$ cat src/rtl/dmem_arbiter_if.sv
// rtl/dmem_arbiter_if.sv - requester and data-memory signal bundle for dmem_arbiter
interface dmem_arbiter_if #(
    parameter int ADDR_W = 8,
    parameter int DATA_W = 32
);
    logic              req0, req1;
    logic              we0, we1;
    logic [ADDR_W-1:0] addr0, addr1;
    logic [DATA_W-1:0] wdata0, wdata1;
    logic              gnt0, gnt1;
    logic              done0, done1;
    logic [DATA_W-1:0] rdata0, rdata1;
    logic              busy;
    logic              mem_en, mem_wen;
    logic [ADDR_W-1:0] mem_addr;
    logic [DATA_W-1:0] mem_wdata;
    logic [DATA_W-1:0] mem_rdata;

    // Arbiter side
    modport slave (
        input  req0, req1, we0, we1, addr0, addr1, wdata0, wdata1, mem_rdata,
        output gnt0, gnt1, done0, done1, rdata0, rdata1, busy,
               mem_en, mem_wen, mem_addr, mem_wdata
    );

    // Requesters plus memory side
    modport master (
        output req0, req1, we0, we1, addr0, addr1, wdata0, wdata1, mem_rdata,
        input  gnt0, gnt1, done0, done1, rdata0, rdata1, busy,
               mem_en, mem_wen, mem_addr, mem_wdata
    );
endinterface

$ cat src/rtl/dmem_arbiter.sv
// rtl/dmem_arbiter.sv - two-port round-robin arbiter onto a single-port data memory
module dmem_arbiter #(
    parameter int ADDR_W = 8,
    parameter int DATA_W = 32
) (
    input  logic          clk,
    input  logic          rst_n,
    dmem_arbiter_if.slave bus
);
    typedef enum logic [1:0] {IDLE, ISSUE, RDATA, DONE} state_e;

    state_e            state_q, state_d;
    logic              ptr_q, ptr_d;
    logic              owner_q, owner_d;
    logic              we_q, we_d;
    logic [ADDR_W-1:0] addr_q, addr_d;
    logic [DATA_W-1:0] wdata_q, wdata_d;
    logic [DATA_W-1:0] rdata0_q, rdata0_d;
    logic [DATA_W-1:0] rdata1_q, rdata1_d;
    logic              win;

    always_ff @(posedge clk or negedge rst_n) begin
        if (!rst_n) begin
            state_q  <= IDLE;
            ptr_q    <= 1'b0;
            owner_q  <= 1'b0;
            we_q     <= 1'b0;
            addr_q   <= '0;
            wdata_q  <= '0;
            rdata0_q <= '0;
            rdata1_q <= '0;
        end else begin
            state_q  <= state_d;
            ptr_q    <= ptr_d;
            owner_q  <= owner_d;
            we_q     <= we_d;
            addr_q   <= addr_d;
            wdata_q  <= wdata_d;
            rdata0_q <= rdata0_d;
            rdata1_q <= rdata1_d;
        end
    end

    always_comb begin
        state_d  = state_q;
        ptr_d    = ptr_q;
        owner_d  = owner_q;
        we_d     = we_q;
        addr_d   = addr_q;
        wdata_d  = wdata_q;
        rdata0_d = rdata0_q;
        rdata1_d = rdata1_q;
        // The pointer only matters on a tie; a sole requester always wins.
        win      = (bus.req0 && bus.req1) ? ptr_q : bus.req1;
        case (state_q)
            IDLE: begin
                if (bus.req0 || bus.req1) begin
                    owner_d = win;
                    ptr_d   = ~win;
                    we_d    = win ? bus.we1    : bus.we0;
                    addr_d  = win ? bus.addr1  : bus.addr0;
                    wdata_d = win ? bus.wdata1 : bus.wdata0;
                    state_d = ISSUE;
                end
            end
            ISSUE: state_d = we_q ? DONE : RDATA;
            RDATA: begin
                // Memory output is registered, so it is valid during this state.
                if (owner_q) rdata1_d = bus.mem_rdata;
                else         rdata0_d = bus.mem_rdata;
                state_d = DONE;
            end
            DONE:    state_d = IDLE;
            default: state_d = IDLE;
        endcase
    end

    assign bus.gnt0      = (state_q == ISSUE) && !owner_q;
    assign bus.gnt1      = (state_q == ISSUE) &&  owner_q;
    assign bus.done0     = (state_q == DONE)  && !owner_q;
    assign bus.done1     = (state_q == DONE)  &&  owner_q;
    assign bus.busy      = (state_q != IDLE);
    assign bus.mem_en    = (state_q == ISSUE);
    assign bus.mem_wen   = (state_q == ISSUE) && we_q;
    assign bus.mem_addr  = addr_q;
    assign bus.mem_wdata = wdata_q;
    assign bus.rdata0    = rdata0_q;
    assign bus.rdata1    = rdata1_q;
endmodule

$ cat src/flat_wrapper.sv
// flat-port wrapper written by rule: the top's interface ports become plain ports
module dmem_arbiter_flat 
#(
    parameter int ADDR_W = 8,
    parameter int DATA_W = 32
)
  (clk, rst_n, bus_req0, bus_req1, bus_we0, bus_we1, bus_addr0, bus_addr1, bus_wdata0, bus_wdata1, bus_mem_rdata, bus_gnt0, bus_gnt1, bus_done0, bus_done1, bus_rdata0, bus_rdata1, bus_busy, bus_mem_en, bus_mem_wen, bus_mem_addr, bus_mem_wdata);
  dmem_arbiter_if #(.ADDR_W(ADDR_W), .DATA_W(DATA_W)) bus_i ();
  input  logic clk;
  input  logic rst_n;
  input wire logic [$bits(bus_i.req0)-1:0] bus_req0;
  input wire logic [$bits(bus_i.req1)-1:0] bus_req1;
  input wire logic [$bits(bus_i.we0)-1:0] bus_we0;
  input wire logic [$bits(bus_i.we1)-1:0] bus_we1;
  input wire logic [$bits(bus_i.addr0)-1:0] bus_addr0;
  input wire logic [$bits(bus_i.addr1)-1:0] bus_addr1;
  input wire logic [$bits(bus_i.wdata0)-1:0] bus_wdata0;
  input wire logic [$bits(bus_i.wdata1)-1:0] bus_wdata1;
  input wire logic [$bits(bus_i.mem_rdata)-1:0] bus_mem_rdata;
  output wire logic [$bits(bus_i.gnt0)-1:0] bus_gnt0;
  output wire logic [$bits(bus_i.gnt1)-1:0] bus_gnt1;
  output wire logic [$bits(bus_i.done0)-1:0] bus_done0;
  output wire logic [$bits(bus_i.done1)-1:0] bus_done1;
  output wire logic [$bits(bus_i.rdata0)-1:0] bus_rdata0;
  output wire logic [$bits(bus_i.rdata1)-1:0] bus_rdata1;
  output wire logic [$bits(bus_i.busy)-1:0] bus_busy;
  output wire logic [$bits(bus_i.mem_en)-1:0] bus_mem_en;
  output wire logic [$bits(bus_i.mem_wen)-1:0] bus_mem_wen;
  output wire logic [$bits(bus_i.mem_addr)-1:0] bus_mem_addr;
  output wire logic [$bits(bus_i.mem_wdata)-1:0] bus_mem_wdata;
  assign bus_i.req0 = bus_req0;
  assign bus_i.req1 = bus_req1;
  assign bus_i.we0 = bus_we0;
  assign bus_i.we1 = bus_we1;
  assign bus_i.addr0 = bus_addr0;
  assign bus_i.addr1 = bus_addr1;
  assign bus_i.wdata0 = bus_wdata0;
  assign bus_i.wdata1 = bus_wdata1;
  assign bus_i.mem_rdata = bus_mem_rdata;
  assign bus_gnt0 = bus_i.gnt0;
  assign bus_gnt1 = bus_i.gnt1;
  assign bus_done0 = bus_i.done0;
  assign bus_done1 = bus_i.done1;
  assign bus_rdata0 = bus_i.rdata0;
  assign bus_rdata1 = bus_i.rdata1;
  assign bus_busy = bus_i.busy;
  assign bus_mem_en = bus_i.mem_en;
  assign bus_mem_wen = bus_i.mem_wen;
  assign bus_mem_addr = bus_i.mem_addr;
  assign bus_mem_wdata = bus_i.mem_wdata;
  dmem_arbiter #(.ADDR_W(ADDR_W), .DATA_W(DATA_W)) u_core (.clk(clk), .rst_n(rst_n), .bus(bus_i));
endmodule
$ cat config.mk
export PLATFORM = sky130hd
export DESIGN_NAME = dmem_arbiter_flat
export DESIGN_NICKNAME = d
export VERILOG_FILES = /design/src/rtl/dmem_arbiter_if.sv /design/src/rtl/dmem_arbiter.sv /design/src/flat_wrapper.sv
export SDC_FILE = /design/constraint.sdc
export NUM_CORES = 1
export LEC_CHECK = 0
export ABC_AREA = 1
export CORE_ASPECT_RATIO = 0.5
export CORE_UTILIZATION = 40
export DETAILED_ROUTE_END_ITERATION = 8
export PLACE_DENSITY = 0.8
export SYNTH_ARGS = -nofsm -noshare
export SYNTH_HDL_FRONTEND = slang
export SYNTH_SLANG_ARGS = --single-unit
export TNS_END_PERCENT = 20
$ cat constraint.sdc
create_clock -name clk -period 1.7 [get_ports clk]
set_clock_uncertainty 0.1 [all_clocks]
set_input_delay 0.34 -clock clk [delete_from_list [all_inputs] [get_ports clk]]
set_output_delay 0.34 -clock clk [all_outputs]
set_load 0.1 [all_outputs]
==> flow_metrics.env, run 1 <==
export IMPL_rsz0062_at_grt="true"
export IMPL_multi_input_area_um2=1700
export IMPL_grt_pass1_vias=4705
export IMPL_grt_usage=0.269
export IMPL_crit_path_end_kind="output port"
export IMPL_worstMarginPinSlew_ps=325
export IMPL_die_x_um=154
export IMPL_tns_ps=-3510
export IMPL_async_flop_share=1.00
export IMPL_antenna_found_initial=0
export IMPL_synth_most_common_cell="nand2_1"
export IMPL_drc_errors=0
export IMPL_syn_num_nets=632
export IMPL_setup_viol=49
export IMPL_cts_buffers=9
export IMPL_synth_area_per_cell_um2=9.05
export IMPL_max_slew_margin=0.783
export IMPL_root_buffer="clkbuf_16"
export IMPL_netlist_area_um2=4610
export IMPL_top_usage_layer="met2"
export IMPL_period_needed_ps=1910
export IMPL_wirelength_mm=16.3
export IMPL_drv_cap=0
export IMPL_cp_max_fo=4
export IMPL_vias_per_cell=5.40
export IMPL_met3_usage=0.0659
export IMPL_fin_worst_hold_slack_ps=301
export IMPL_drt_initial_drc_count=354
export IMPL_core_area_um2=11100
export IMPL_grt_pass1_wl_mm=24.8
export IMPL_synth_cells=510
export IMPL_crit_type="reg2out"
export IMPL_final_area_um2=8830
export IMPL_startpoint_type="register"
export IMPL_regArea_um2=2730
export IMPL_grt_ovfl_total=0
export IMPL_use_met1=0.307
export IMPL_crit_arrival_ps=1470
export IMPL_clock_latency_ps=350
export IMPL_dp_final_hpwl_mm=10.6
export IMPL_synth_cell_types=18
export IMPL_drive_above_1_share=0.259
export IMPL_violations="negative setup slack"
export IMPL_ys_ff_latch=109
export IMPL_place_congestion=0.815
export IMPL_fin_ws_ps=-205
export IMPL_antenna_left=0
export IMPL_dpl_cell_area_um2=8290
export IMPL_yosysWarnings=0
export IMPL_synth_seq_area_share=0.591
export IMPL_grt_util_met2=0.478
export IMPL_io_buffer_count=228
export IMPL_cts_sinks=109
export IMPL_yosys_top_cells_count="nand2_1, dfrtp_1, nand3_1, o21ai_0"
export IMPL_initial_core_util=0.415
export IMPL_rows=27
export IMPL_clk_transition_reported_paths_ps=70
export IMPL_drt_pass1_iter_count=5
export IMPL_grt_max_degree=65
export IMPL_fin_crit_sh=1.12
export IMPL_max_freq_mhz=525
export IMPL_synth_edff_count=0
export IMPL_route_vias_total=4794
export IMPL_fillers=620
export IMPL_area_delta_synth_final_pct=91.5
export IMPL_wl_per_cell_um=18.3
export IMPL_clock_path_buffers=2
export IMPL_synth_ff_type="dfrtp_1"
export IMPL_final_max_slew_viol_count=0
export IMPL_ys_top_cells_by_area="dfrtp_1, nand2_1, nand3_1"
export IMPL_htree_levels=3
export IMPL_hold_class="in2reg"
export IMPL_yosys_area_top_type_share=0.591
export IMPL_required_ps=1260
export IMPL_hold_viol=0
export IMPL_synth_top_cell_by_area="dfrtp_1"
export IMPL_n_antenna_cell=0
export IMPL_status="finished, violations left"
export IMPL_die_area_um2=12000
export IMPL_die_h_um=77.9
export IMPL_fin_nets=859
export IMPL_ios=229
export IMPL_cts_tree="built"
export IMPL_dp_slack_ps=-10.4
[sequential cells by signal, summed over array words and instances, names as in the netlist]
name and count:
u_core.we_q 1, u_core.bus.rdata1 32, u_core.state_q 2, u_core.bus.mem_addr 8, u_core.owner_q 1, u_core.ptr_q 1
u_core.bus.mem_wdata 32, u_core.bus.rdata0 32
[path summary, 6_finish.rpt]
check                                            to  cells past startpoint  slack [ps]                  from
min in group asynchronous    u_core.bus.mem_addr[5]                      2         320                 rst_n
min reg2reg                    u_core.bus.rdata1[6]                      2         450  u_core.bus.rdata1[6]
max                                        bus_gnt0                      5        -210     u_core.state_q[1]
min                                     u_core.we_q                      3         300              bus_req1
max in group asynchronous     u_core.bus.rdata0[14]                      3         580                 rst_n
max reg2reg                u_core.bus.mem_wdata[25]                      8        -100     u_core.state_q[0]
[critical path, cell delays in order, from the launching register on]
cell and delay, ps:
dfrtp_1 430, inv_2 140, ha_4 200, inv_2 60, nor2_4 100, buf_12 180
[timing repair]
item | 4_1_cts | 5_1_grt
resized for setup | 8 | 24
hold endpoints to repair | 21 | 0
cloned | 0 | 2
pin swaps | 1 | 1
hold buffers | 1 | 0
setup buffers | 4 | 2
endpoints found under the setup margin | 8 | 51
[routing by layer]
metal,up-vias,wire [um]
li1,2157,-
met1,2321,6020
met2,253,8480
met3,63,1060
met4,0,706
met5,-,0
[cell usage in the layout, fill, tap and decap left out, drive strengths merged]
| master | synthesis | final |
|---|---|---|
| buf | 28 | 139 |
| nand2 | 120 | 120 |
| inv | 42 | 41 |
| clkbuf | 11 | 11 |
| clkinvlp | 0 | 3 |
| nand4 | 41 | 41 |
| dfrtp | 109 | 109 |
| clkdlybuf4s50 | 0 | 115 |
| dlygate4sd3 | 0 | 1 |
| nand3 | 82 | 82 |
| bufinv | 0 | 2 |
| nor2 | 4 | 4 |
| clkinv | 0 | 1 |
| ha | 4 | 4 |
| o21ai | 69 | 69 |
[cell type report]
type,count,area share
Multi-Input combinational cell,320,0.193
Sequential cell,109,0.309
Clock buffer,11,0.0286
Clock inverter,5,0.00921
Inverter,42,0.0193
Timing Repair Buffer,255,0.420
Tap cell,145,0.0205
[stage by stage]
step                cells  utilization
finish                887        0.795
global route          887        0.795
CTS                   883        0.783
detailed placement    862        0.746
global placement      862        0.746
floorplan             510            -
[cells by family after synthesis]
family | count (synthesis) | share of synthesized area
DFF | 109 | 0.591
and+or+nand+nor | 247 | 0.249
AOI/OAI and AO/OA | 69 | 0.0757
buffers and inverters | 81 | 0.0730
adders and majority gates | 4 | 0.0108
Power of run 1 is left out: the tool's default activity adds up to more than one toggle a clock period on the data nets, which glitch-free logic cannot reach.
==> inputs of run 2 (changes only) <==
--- a/config.mk
+++ b/config.mk
@@ -7,9 +7,9 @@
 export LEC_CHECK = 0
 export ABC_AREA = 1
 export CORE_ASPECT_RATIO = 0.5
-export CORE_UTILIZATION = 40
+export CORE_UTILIZATION = 44
 export DETAILED_ROUTE_END_ITERATION = 8
-export PLACE_DENSITY = 0.8
+export PLACE_DENSITY = 0.87
 export SYNTH_ARGS = -nofsm -noshare
 export SYNTH_HDL_FRONTEND = slang
 export SYNTH_SLANG_ARGS = --single-unit
==> constraint.sdc (replaced) <==
create_clock -name clk -period 2.3 [get_ports clk]
set_clock_uncertainty 0.1 [all_clocks]
set_input_delay 0.46 -clock clk [delete_from_list [all_inputs] [get_ports clk]]
set_output_delay 0.46 -clock clk [all_outputs]
set_load 0.1 [all_outputs]
==> run 2 against run 1 <==
Against the previous run: the flow finishes with violations (negative hold slack); non-clock buffer count shrank 15; first-iteration DRC count decreased by 7.6%; register-to-register slack gained 250 ps; sequential share of layout area is 7.3 points higher; utilization decreased by 6.5 points; final cell count decreased by 2.9%; die area shrank 8.9%; worst setup slack improved by 350 ps; worst hold slack worse by 300 ps.
==> flow_metrics.env, run 2 (synthesis results as in run 1) <==
export IMPL_wirelength_mm=13.7
export IMPL_cts_tree="built"
export IMPL_wl_per_cell_um=15.9
export IMPL_multi_input_area_um2=1560
export IMPL_antenna_left=0
export IMPL_fin_nets=844
export IMPL_worstMarginPinSlew_ps=968
export IMPL_cp_max_fo=43
export IMPL_drt_pass1_iter_count=5
export IMPL_postCtsHoldBufs=0
export IMPL_cts_sinks=109
export IMPL_crit_arrival_ps=2330
export IMPL_dp_final_hpwl_mm=9.73
export IMPL_max_slew_margin=0.353
export IMPL_ios=229
export IMPL_period_needed_ps=2150
export IMPL_grt_max_degree=44
export IMPL_post_cts_buffers=0
export IMPL_drc_errors=0
export IMPL_n_antenna_cell=0
export IMPL_cts_buffers=9
export IMPL_max_stage_delay_ps=770
export IMPL_crit_type="reg2reg"
export IMPL_cp_slowest_cell="nor2_4"
export IMPL_clock_latency_ps=340
export IMPL_fin_ws_ps=148
export IMPL_htree_levels=3
export IMPL_layout_common_cells="nand2_1, clkdlybuf4s50_1, buf_4"
export IMPL_route_vias_total=4475
export IMPL_violations="negative hold slack"
export IMPL_fillers=729
export IMPL_grt_ovfl_total=0
export IMPL_path_cells="inv_1 > ha_1 > inv_2 > nor2_4 > nand3_1 > nand3_1"
export IMPL_dp_slack_ps=-94.4
export IMPL_die_area_um2=10900
export IMPL_antenna_found_initial=0
export IMPL_fin_worst_hold_slack_ps=-3.12
export IMPL_grt_pass1_vias=4293
export IMPL_r2r_setup_slack_ps=150
export IMPL_startpoint_type="register"
export IMPL_max_freq_mhz=465
export IMPL_status="finished, violations left"
export IMPL_worst_r2r_path_depth=6
export IMPL_root_buffer="clkbuf_16"
export IMPL_hold_class="in2async"
export IMPL_clock_path_buffers=2
export IMPL_regArea_um2=2730
export IMPL_initial_core_util=0.471
export IMPL_area_delta_synth_final_pct=54.9
export IMPL_rr_endpoint="u_core.bus.mem_wdata[1]"
export IMPL_required_ps=2470
export IMPL_vias_per_cell=5.20
export IMPL_r2r_start="u_core.state_q[1]"
export IMPL_die_h_um=74.4
export IMPL_crit_path_end_kind="register"
export IMPL_post_cts_resized=0
export IMPL_place_congestion=0.855
export IMPL_grt_pass1_wl_mm=21.3
export IMPL_rows=25
export IMPL_rsz0062_at_grt="false"
export IMPL_drt_initial_drc_count=327
export IMPL_clk_transition_reported_paths_ps=70
export IMPL_crit_top_cell="nand3_1"
export IMPL_fin_crit_sh=0.936
export IMPL_io_buffer_count=228
export IMPL_drv_cap=0
export IMPL_mostFrequentLayoutCell="nand2_1"
export IMPL_final_max_slew_viol_count=0
export IMPL_core_area_um2=9790
export IMPL_setup_viol=0
export IMPL_drive_above_1_share=0.204
export IMPL_die_x_um=147
export IMPL_grt_usage=0.252
export IMPL_hold_viol=1
==> run 2: worst max-delay path, delay by kind of cell (launching register included) <==
kind,cells,cell delay [ps]
simple gates,3,1160
flops,1,400
fa+ha+maj,1,200
buf+inv,2,230
==> run 2: area by class of cell <==
cell class / instances / share of cell area
clock inverters: 3 / 0.00630
multi-input cells: 320 / 0.218
flip-flops and latches: 109 / 0.382
inverters: 42 / 0.0221
repair buffers: 240 / 0.312
clock buffers: 12 / 0.0359
well taps: 135 / 0.0236
==> run 2: worst max path at each step <==
stage	startpoint	to	slack, ps	cells after the start
after floorplan	u_core.state_q[1]	bus_mem_wen	-20	4
after detailed placement	bus_req0	u_core.bus.mem_wdata[1]	-90	5
final	u_core.state_q[1]	u_core.bus.mem_wdata[1]	150	6
after CTS	u_core.state_q[1]	u_core.bus.mem_wdata[1]	170	6
after global routing	u_core.state_q[1]	u_core.bus.mem_wdata[7]	40	6
after global placement	bus_req0	u_core.bus.mem_addr[7]	30	5
==> run 2: metal layers <==
layer	vias to the layer above	global-route usage	share of wire
met3	13	0.0730	0.079
met5	-	0	0
met1	2127	0.306	0.39
met4	0	0.0613	0.0096
li1	2126	-	-
met2	209	0.451	0.52
==> run 2: stage by stage <==
step / instances / util / setup TNS (ps) / instance area (um2)
final: 861 / 0.730 / 0 / 7150
after global routing: 861 / 0.730 / 0 / 7150
after global placement: 846 / 0.699 / 0 / 6850
after CTS: 861 / 0.730 / 0 / 7150
after detailed placement: 846 / 0.699 / -138 / 6850
after floorplan: 510 / - / -24.2 / 4630
Power of run 2 is left out for the same reason.
==> inputs of run 3 (changes only) <==
--- a/config.mk
+++ b/config.mk
@@ -7,9 +7,9 @@
 export LEC_CHECK = 0
 export ABC_AREA = 1
 export CORE_ASPECT_RATIO = 0.5
-export CORE_UTILIZATION = 44
+export CORE_UTILIZATION = 40
 export DETAILED_ROUTE_END_ITERATION = 8
-export PLACE_DENSITY = 0.87
+export PLACE_DENSITY = 0.8
 export SYNTH_ARGS = -nofsm -noshare
 export SYNTH_HDL_FRONTEND = slang
 export SYNTH_SLANG_ARGS = --single-unit
==> constraint.sdc (replaced) <==
create_clock -name clk -period 2.35 [get_ports clk]
set_clock_uncertainty 0.1 [all_clocks]
set_input_delay 0.47 -clock clk [delete_from_list [all_inputs] [get_ports clk]]
set_output_delay 0.47 -clock clk [all_outputs]
set_load 0.1 [all_outputs]
==> run 3 against run 2 <==
Against the previous run: critical path type is now reg2out; utilization fell by 8.4 points; non-clock buffer count rose by 1; die area rose by 9.8%; final cell count rose by 1.3%; register-to-register slack improved by 460 ps; global-route usage fell by 2.3 points; the run now ends clean.
==> flow_metrics.env, run 3 (synthesis results as in run 1) <==
export IMPL_drt_pass1_iter_count=4
export IMPL_fin_worst_hold_slack_ps=87.6
export IMPL_met3_usage=0.0609
export IMPL_antenna_found_initial=0
export IMPL_cts_sinks=109
export IMPL_initial_core_util=0.415
export IMPL_crit_arrival_ps=1500
export IMPL_fin_crit_sh=0.882
export IMPL_startpoint_type="register"
export IMPL_period_needed_ps=2070
export IMPL_wirelength_mm=13.4
export IMPL_rows=27
export IMPL_cts_tree="built"
export IMPL_grt_ovfl_total=0
export IMPL_hold_class="in2async"
export IMPL_use_met1=0.281
export IMPL_setup_viol=0
export IMPL_max_slew_margin=0.609
export IMPL_grt_usage=0.228
export IMPL_root_buffer="clkbuf_16"
export IMPL_die_h_um=77.9
export IMPL_fin_nets=845
export IMPL_final_max_slew_viol_count=0
export IMPL_status="finished, final reports clean"
export IMPL_cts_buffers=9
export IMPL_core_area_um2=11100
export IMPL_clock_path_buffers=2
export IMPL_postCtsHoldBufs=0
export IMPL_wl_per_cell_um=15.3
export IMPL_cp_max_fo=4
export IMPL_drc_errors=0
export IMPL_hold_viol=0
export IMPL_top_usage_layer="met2"
export IMPL_grt_util_met2=0.401
export IMPL_worstMarginPinSlew_ps=586
export IMPL_rsz0062_at_grt="false"
export IMPL_post_cts_buffers=0
export IMPL_crit_type="reg2out"
export IMPL_die_x_um=154
export IMPL_layout_common_cells="nand2_1, clkdlybuf4s50_1, buf_4"
export IMPL_dp_final_hpwl_mm=9.38
export IMPL_finish_utilization=0.646
export IMPL_area_delta_synth_final_pct=55.7
export IMPL_htree_levels=3
export IMPL_vias_per_cell=5.01
export IMPL_drt_initial_drc_count=330
export IMPL_fillers=972
export IMPL_route_vias_total=4369
export IMPL_n_antenna_cell=0
export IMPL_clk_transition_reported_paths_ps=70
export IMPL_crit_path_end_kind="output port"
export IMPL_grt_pass1_wl_mm=21.7
export IMPL_clock_latency_ps=340
export IMPL_mostFrequentLayoutCell="nand2_1"
export IMPL_required_ps=1780
export IMPL_post_cts_resized=0
export IMPL_grt_max_degree=110
export IMPL_drive_above_1_share=0.206
export IMPL_grt_pass1_vias=4281
export IMPL_ios=229
export IMPL_io_buffer_count=228
export IMPL_antenna_left=0
export IMPL_drv_cap=0
export IMPL_die_area_um2=12000
export IMPL_place_congestion=0.823
export IMPL_max_freq_mhz=482
## run 3: cell types whose count changed in the layout (fill, tap and decap cells not counted), sizes merged
cell	before	now
clkinv	0	1
clkinvlp	2	1
clkdlybuf4s50	116	115
buf	124	126
clkbuf	12	11
bufinv	1	2
## run 3: final cells by class
| type | count | area, um2 | area share |
|---|---|---|---|
| Sequential cell | 109 | 2730 | 0.380 |
| Timing Repair Buffer | 241 | 2230 | 0.311 |
| Multi-Input combinational cell | 320 | 1570 | 0.218 |
| Clock buffer | 11 | 243 | 0.0338 |
| Tap cell | 145 | 181 | 0.0253 |
| Inverter | 42 | 158 | 0.0219 |
| Clock inverter | 4 | 72.6 | 0.0101 |
## run 3: critical path, stage by stage (launching register included)
cell and delay, ps:
dfrtp_1 410, inv_1 130, ha_2 260, inv_1 90, nor2_4 100, buf_12 180
## run 3: layer usage
metal  vias up  share of wire
met1      2096           0.41
met4         0          0.011
met2       135           0.52
met5         -              0
li1       2126              -
met3        12          0.060
## run 3: stage by stage
step / instances / setup slack, ps / setup TNS [ps] / area [um2]
floorplan: 510 / -65.0 / -65.0 / 4620
global placement: 857 / 420 / 0 / 6870
detailed placement: 857 / 382 / 0 / 6870
CTS: 872 / 256 / 0 / 7180
global route: 872 / 182 / 0 / 7180
finish: 872 / 276 / 0 / 7180
## run 3: worst paths after layout
| kind | slack [ps] | cells past startpoint | from | end |
|---|---|---|---|---|
| setup reg to reg | 610 | 7 | u_core.state_q[1] | u_core.bus.mem_wdata[18] |
| max in group asynchronous | 1610 | 2 | rst_n | u_core.bus.rdata0[10] |
| hold reg to reg | 380 | 2 | u_core.bus.rdata1[11] | u_core.bus.rdata1[11] |
| min in group clk | 380 | 2 | u_core.bus.rdata1[11] | u_core.bus.rdata1[11] |
| setup / recovery | 280 | 5 | u_core.state_q[1] | bus_gnt0 |
| hold / removal | 90 | 2 | rst_n | u_core.bus.mem_addr[2] |
Power of run 3 is left out for the same reason.
